### src/rtl/rot_alu_pkg.sv
// Shared types for the sequential rotate/XOR ALU family.
//   op_e    : operation select encoding (matches the 2-bit op port)
//   state_e : control FSM states
package rot_alu_pkg;

   typedef enum logic [1:0] {
      OP_ROL  = 2'b00,
      OP_ROR  = 2'b01,
      OP_XROL = 2'b10,
      OP_XROR = 2'b11
   } op_e;

   typedef enum logic [1:0] {
      IDLE  = 2'b00,
      SHIFT = 2'b01,
      DONE  = 2'b10
   } state_e;

endpackage

### src/rtl/nzcv_flags.sv
// Combinational NZCV flag generator shared by the ALU blocks.
//   result : final datapath result
//   b_msb  : sign bit of the original data operand
//   carry  : carry bit produced by the datapath
//   n/z/c/v: negative, zero, carry, overflow (sign change vs. operand)
module nzcv_flags #(
   parameter int WIDTH = 4
) (
   input  logic [WIDTH-1:0] result,
   input  logic             b_msb,
   input  logic             carry,
   output logic             n,
   output logic             z,
   output logic             c,
   output logic             v
);

   assign n = result[WIDTH-1];
   assign z = (result == '0);
   assign c = carry;
   assign v = result[WIDTH-1] ^ b_msb;

endmodule

### src/rtl/rot_xor_alu_seq.sv
// Multi-cycle rotate / rotate-XOR unit with registered NZCV flags.
// Rotates b by a positions, one bit per clock, optionally XORing the
// rotated value with the original b.
//   clk, rst_n          : clock, async active-low reset
//   in_valid/in_ready   : operand handshake (op, a, b)
//   op                  : 00 ROL, 01 ROR, 10 XROL, 11 XROR
//   a                   : rotate amount, b : data operand
//   out_valid/out_ready : result handshake (y, n, z, c, v)
module rot_xor_alu_seq
   import rot_alu_pkg::*;
#(
   parameter  int WIDTH = 4,
   localparam int SHW   = $clog2(WIDTH)
) (
   input  logic             clk,
   input  logic             rst_n,
   input  logic             in_valid,
   output logic             in_ready,
   input  logic [1:0]       op,
   input  logic [SHW-1:0]   a,
   input  logic [WIDTH-1:0] b,
   output logic             out_valid,
   input  logic             out_ready,
   output logic [WIDTH-1:0] y,
   output logic             n,
   output logic             z,
   output logic             c,
   output logic             v
);

   state_e           state;
   op_e              op_q;
   logic [WIDTH-1:0] orig_q;
   logic [WIDTH-1:0] work_q;
   logic [SHW-1:0]   count_q;
   logic             carry_q;

   logic             rot_right;
   logic [WIDTH-1:0] rol1;
   logic [WIDTH-1:0] ror1;
   logic [WIDTH-1:0] result;
   logic             f_n, f_z, f_c, f_v;

   assign in_ready  = (state == IDLE);
   assign rot_right = (op_q == OP_ROR) || (op_q == OP_XROR);
   assign rol1      = {work_q[WIDTH-2:0], work_q[WIDTH-1]};
   assign ror1      = {work_q[0], work_q[WIDTH-1:1]};

   // NOTE: every always_comb output gets a default first so no path can
   // leave it unassigned and infer a latch.
   always_comb begin
      result = work_q;
      if ((op_q == OP_XROL) || (op_q == OP_XROR))
         result = orig_q ^ work_q;
   end

   nzcv_flags #(.WIDTH(WIDTH)) u_flags (
      .result (result),
      .b_msb  (orig_q[WIDTH-1]),
      .carry  (carry_q),
      .n      (f_n),
      .z      (f_z),
      .c      (f_c),
      .v      (f_v)
   );

   // NOTE: sequential state uses non-blocking assignments only, so every
   // register samples pre-edge values regardless of statement order.
   always_ff @(posedge clk or negedge rst_n) begin
      if (!rst_n) begin
         state     <= IDLE;
         op_q      <= OP_ROL;
         orig_q    <= '0;
         work_q    <= '0;
         count_q   <= '0;
         carry_q   <= 1'b0;
         y         <= '0;
         n         <= 1'b0;
         z         <= 1'b0;
         c         <= 1'b0;
         v         <= 1'b0;
         out_valid <= 1'b0;
      end else begin
         case (state)
            IDLE: begin
               if (in_valid && in_ready) begin
                  op_q    <= op_e'(op);
                  orig_q  <= b;
                  work_q  <= b;
                  count_q <= a;
                  // Carry reads 0 when no rotation step happens (a == 0).
                  carry_q <= 1'b0;
                  state   <= SHIFT;
               end
            end
            SHIFT: begin
               if (count_q != '0) begin
                  // Carry is the bit that wraps around on this step.
                  work_q  <= rot_right ? ror1 : rol1;
                  carry_q <= rot_right ? work_q[0] : work_q[WIDTH-1];
                  count_q <= count_q - SHW'(1);
               end else begin
                  y         <= result;
                  n         <= f_n;
                  z         <= f_z;
                  c         <= f_c;
                  v         <= f_v;
                  out_valid <= 1'b1;
                  state     <= DONE;
               end
            end
            DONE: begin
               if (out_valid && out_ready) begin
                  out_valid <= 1'b0;
                  state     <= IDLE;
               end
            end
            default: state <= IDLE;
         endcase
      end
   end

endmodule

### config.mk
export PLATFORM = sky130hd
export DESIGN_NAME = rot_xor_alu_seq
export DESIGN_NICKNAME = d
export VERILOG_FILES = /design/src/rtl/rot_alu_pkg.sv /design/src/rtl/nzcv_flags.sv /design/src/rtl/rot_xor_alu_seq.sv
export SDC_FILE = /design/constraint.sdc
export NUM_CORES = 1
export LEC_CHECK = 0
export ABC_AREA = 1
export BUFFER_PORTS_ARGS = -buffer_cell sky130_fd_sc_hd__buf_2
export CAP_MARGIN = 20
export CORE_MARGIN = 2
export CORE_UTILIZATION = 30
export DETAILED_ROUTE_END_ITERATION = 16
export GPL_ROUTABILITY_DRIVEN = 1
export PLACE_DENSITY_LB_ADDON = 0.1
export SLEW_MARGIN = 20
export SYNTH_ARGS = -nofsm -noshare
export SYNTH_HDL_FRONTEND = slang
export SYNTH_HIERARCHICAL = 1
export SYNTH_SLANG_ARGS = --single-unit
### constraint.sdc
create_clock -name clk -period 1.3 [get_ports clk]
set_input_delay 0.325 -clock clk [delete_from_list [all_inputs] [get_ports clk]]
set_output_delay 0.325 -clock clk [all_outputs]
set_load 0.1 [all_outputs]
* Word-level counts from Yosys, hierarchy flattened
Index checks and enable logic that the tools add are counted.
** Operators by class
- Add/sub/neg operators :: 1
- Bitwise gates (word level) :: 3
- Reductions and logical operators :: 14
- Eq/ne operators :: 9
- Mux-type cells :: 19
** Operators with widths (count)
- 4-bit two-way mux :: 4
- 2-bit two-way mux :: 5
- 3-bit AND reduction :: 3
- 4-bit case mux with 2 select lines :: 1
- 2-bit equality test, second input constant :: 3
- 2-bit inequality test, second input constant :: 3
- 2-bit case mux with 3 select lines :: 1
- 2-bit nonzero test :: 3
- 1-bit two-way mux :: 5
- 2-bit by 1-bit equality test with 1-bit output, second input constant :: 2
- 4-bit logical NOT :: 1
- 1-bit case mux with 2 select lines :: 2
- 2-bit case mux with 2 select lines :: 1
- 2-bit AND reduction :: 2
- 4-bit XOR :: 1
- 1-bit logical AND :: 2
- 2-bit logical NOT :: 1
- 1-bit logical OR :: 2
- 2-bit by 1-bit inequality test with 1-bit output, second input constant :: 1
- 2-bit by 1-bit subtractor with 2-bit output, second input constant :: 1
- 1-bit NOT :: 1
- 1-bit XOR :: 1
** Word-level totals
- Flip-flop bits (word level) :: 24
- Output and inout bits :: 10
- Input bits :: 12
- Logic and storage cells :: 58

* Longest topological paths before layout
- Depth after elaboration :: 5
- Mapped depth :: 8
- Gate-level depth less buffers :: 8

* Cells and area by module
Netlist, hierarchy kept.
** Modules (own cells, without submodules)
- rot_xor_alu_seq :: times used 1, sequential area each 600.6 um^2, cells an instance 141, area an instance 1226.2 um^2
- nzcv_flags :: times used 1, sequential area each 0.0 um^2, cells an instance 13, area an instance 61.3 um^2

* Least setup slack after synthesis
Ideal clock, no wire load.
- Kind :: flip-flop to flip-flop
- Start point :: reg state[1]
- End point :: reg orig_q[3]
- Data required time :: 1.183 ns
- Period minus slack after synthesis :: 1.637 ns
- Setup time :: 0.117 ns
- Stages on the path, launching flop included :: 6
- Slack :: -0.337 ns
- Data arrival time :: 1.519 ns
- Cells stage by stage :: dfrtp_1 > nor2_4 > nand2_8 > buf_12 > nand2_1 > o21ai_2
** Between the ends
- Cells in the longest elaborated chain, start to end :: 3
** Ends and longest elaborated chain
- start: declaration :: line rot_xor_alu_seq.sv:31 : state_e state;
- start signal: assignment :: line rot_xor_alu_seq.sv:71 : state <= IDLE;
- start signal: assignment :: line rot_xor_alu_seq.sv:93 : state <= SHIFT;
- start signal: assignment :: line rot_xor_alu_seq.sv:109 : state <= DONE;
- 2-bit logical NOT (*) :: line rot_xor_alu_seq.sv:44 : assign in_ready = (state == IDLE);
- net in_ready :: line rot_xor_alu_seq.sv:18 : output logic in_ready,
- 1-bit logical AND :: line rot_xor_alu_seq.sv:86 : if (in_valid && in_ready) begin
- 2-bit AND reduction (no line) (*)
- end signal: assignment :: line rot_xor_alu_seq.sv:73 : orig_q <= '0;
- end signal: assignment :: line rot_xor_alu_seq.sv:88 : orig_q <= b;
- end: declaration :: line rot_xor_alu_seq.sv:33 : logic [WIDTH-1:0] orig_q;
Mark *: on every way through the listed nets, which the timed path passes. The rest lies on a longest branch.
A chain may end at the register's enable or synchronous reset.

* Worst setup path in the final report
- Start point :: reg state[1]
- End point :: out in_ready
** Between the ends
- Cells in the longest elaborated chain, start to end :: 1
** Ends and longest elaborated chain (line)
- 2-bit logical NOT :: rot_xor_alu_seq.sv:44
- end: declaration :: rot_xor_alu_seq.sv:18
No other way between the ends.

==> impl_metrics.yaml <==
outcome:
  status: "finished with violations"
  violations: "negative setup slack"
worst_setup_path:
  crit_required_ps: 980
  critical-path-slowest-cell: "dfrtp_2"
  cp_max_fo: 2
  crit_type: "register to output pin"
  r2r_cells: 6
  start_kind: "register"
  cp-end-kind: "output pin"
  path_cells: "nor2_4 -> buf_12"
  r2r_slack_ps: 90
  critPathMaxStageDelay_ps: 440
  cp.arrival_ps: 1030
  r2r-end: "carry_q$_DFFE_PN0P_"
  r2r_start: "state[1]$_DFFE_PN0P_"
timing:
  slew_headroom_pct: 64.1
  worst_slack_ps: -52.3
  tightest_slew_ps: 539
  fin_worst_skew_ps: 3.80
  clock.fmax_ghz: 0.739
  slew_viol_final: 0
  finalHoldViolCount: 0
  rsz0062_at_grt: "yes"
  setup_viol: 1
  min_period_over_period_pct: 104
  period_minus_slack_ps: 1350
cells_and_area:
  final_common_cell: "nand2_1"
  layout_common_cells: "nand2_1 (62), dfrtp_1 (21), nand3_1 (16)"
  areaGrowthSynthToFinish_pct: 31.2
  nFillCells: 412
  nNetsFinal: 195
  drive_above_1_share_pct: 30.9
  n_antenna_cell: 0
  finish.utilization_pct: 41.6
drt:
  first_pass_iters: 4
  drt-wirelength-per-cell_um: 10.9
  routed_via_density: 4.41
  drt-initial-drc-count: 50
  drc: 0
  ant_nets: 0
  vias: 1019
  wirelength_um: 2510
synth:
  netlist_area_mm2: 0.00129
  syn_nets: 167
  synth-seq-cells: 24
  synth_cell_types: 24
  avgSynthCellArea_um2: 8.36
  yosysSeqAreaShare_pct: 46.6
  synth_cells: 154
  yosys_warnings: 6
die:
  num_io_pins: 22
  core.rowCount: 23
  die_w_um: 69.5
  die_h_um: 69.5
  start_util_pct: 31.7
  die_area_mm2: 0.00483
  coreArea_mm2: 0.00406
clock_tree:
  path_clk_slew_ps: 80
  cts.path.max_buffers: 2
  cts.sinks: 24
  cts-buffers-inserted: 3
  clk_latency_ps: 260
  cts_hold_buf: 0
  cts_root_buf: "clkbuf_8"
  cts_tree: "done"
  h-tree-depth: 1
global_routing:
  grt_pass1_wl_um: 4730
  grt_max_degree: 25
  grt_overflow_total: 0
  grt_usage_pct: 12.0
  antenna_found_initial: 0
  grt_pass1_vias: 1041
place:
  gp_congestion: 0.783
  io_buffers: 21
  pre_cts_ws_ps: 56.0
  post-dp-hpwl_um: 1840
hold_path:
  hold_class: "primary input to asynchronous set/reset pin"
flow_run:
  max_cap_violations: 0
cells in the mapped netlist:
cell type | n | share of area, %
buf_12 | 1 | 1.6
nand2_2 | 2 | 0.97
nand2_8 | 1 | 1.6
nand3_2 | 4 | 3.1
a21oi_1 | 1 | 0.39
a21oi_2 | 1 | 0.68
nand2_4 | 3 | 2.6
xor2_1 | 4 | 2.7
buf_6 | 1 | 0.87
inv_1 | 14 | 4.1
nand3_1 | 16 | 6.2
nor2_1 | 1 | 0.29
nand2_1 | 64 | 19
clkinv_1 | 1 | 0.29
nor2_2 | 1 | 0.49
ha_1 | 1 | 0.97
nor2_4 | 1 | 0.87
buf_4 | 2 | 1.2
o21ai_2 | 2 | 1.4
o21ai_0 | 2 | 0.78
inv_2 | 2 | 0.58
nor2_8 | 1 | 1.6
dfrtp_1 | 24 | 47
o21ai_1 | 4 | 1.6
worst max-delay path by stage:
stage / start / to / slack (ps) / cells after the start
after CTS: state[1]$_DFFE_PN0P_ / in_ready / -60 / 2
after floorplan: state[1]$_DFFE_PN0P_ / orig_q[3]$_DFFE_PN0P_ / -250 / 5
after global routing: state[1]$_DFFE_PN0P_ / in_ready / -90 / 2
final: state[1]$_DFFE_PN0P_ / in_ready / -50 / 2
after detailed placement: state[1]$_DFFE_PN0P_ / in_ready / 60 / 2
after global placement: state[1]$_DFFE_PN0P_ / in_ready / 70 / 2
through the flow:
step                TNS (ps)  std cells  area (µm²)  hold slack [ps]
floorplan              -2930        154        1290             29.4
global placement           0        224        1590              342
detailed placement         0        224        1590              345
CTS                    -62.7        230        1650             52.6
global route           -88.5        231        1690             71.0
finish                 -52.3        231        1690             32.6
final cells by class:
| class | instances | area [µm²] | area share (%) |
|---|---|---|---|
| multi-input combinational | 109 | 613 | 36.3 |
| sequential | 24 | 604 | 35.8 |
| timing repair buffer | 27 | 300 | 17.8 |
| inverter | 17 | 63.8 | 3.78 |
| tap | 50 | 62.6 | 3.70 |
| clock buffer | 4 | 45.0 | 2.67 |
critical path, delay by kind of cell (launching register included):
kind | cells | cell delay, ps
buf+inv | 1 | 180
flops | 1 | 440
simple gates | 1 | 140
logic make-up (layout without fill, tap and decap cells):
logic type | count (synthesis) | after routing | synth area share (%)
flip-flops | 24 | 24 | 46.6
AO/OA/AOI/OAI | 10 | 10 | 4.76
XOR/XNOR | 4 | 4 | 2.72
adder cells (fa/ha/maj) | 1 | 1 | 0.972
AND/OR/NAND/NOR | 94 | 94 | 36.3
buffers and inverters | 21 | 48 | 8.55
registers in the layout, indices dropped and copies added (netlist names):
name / cells
work_q: 4
op_q: 2
out_valid: 1
v: 1
count_q: 2
z: 1
y: 4
c: 1
state: 2
carry_q: 1
orig_q: 4
n: 1
layer usage:
metal | vias to the layer above | track usage, % | share of wire [%]
li1 | 534 | - | -
met5 | - | 0 | 0
met3 | 4 | 1.89 | 3.4
met4 | 0 | 6.10 | 1.2
met1 | 468 | 15.6 | 48
met2 | 13 | 19.1 | 47
timing repair:
action / 4_1_cts / 5_1_grt
pin swaps: 1 / 1
setup endpoints to repair: 1 / 10
resized for setup: 0 / 6
gates cloned: 0 / 0
buffers inserted: 2 / 1
Power is left out: the tool's default activity adds up to more than one toggle a clock period on the data nets, which glitch-free logic cannot reach.
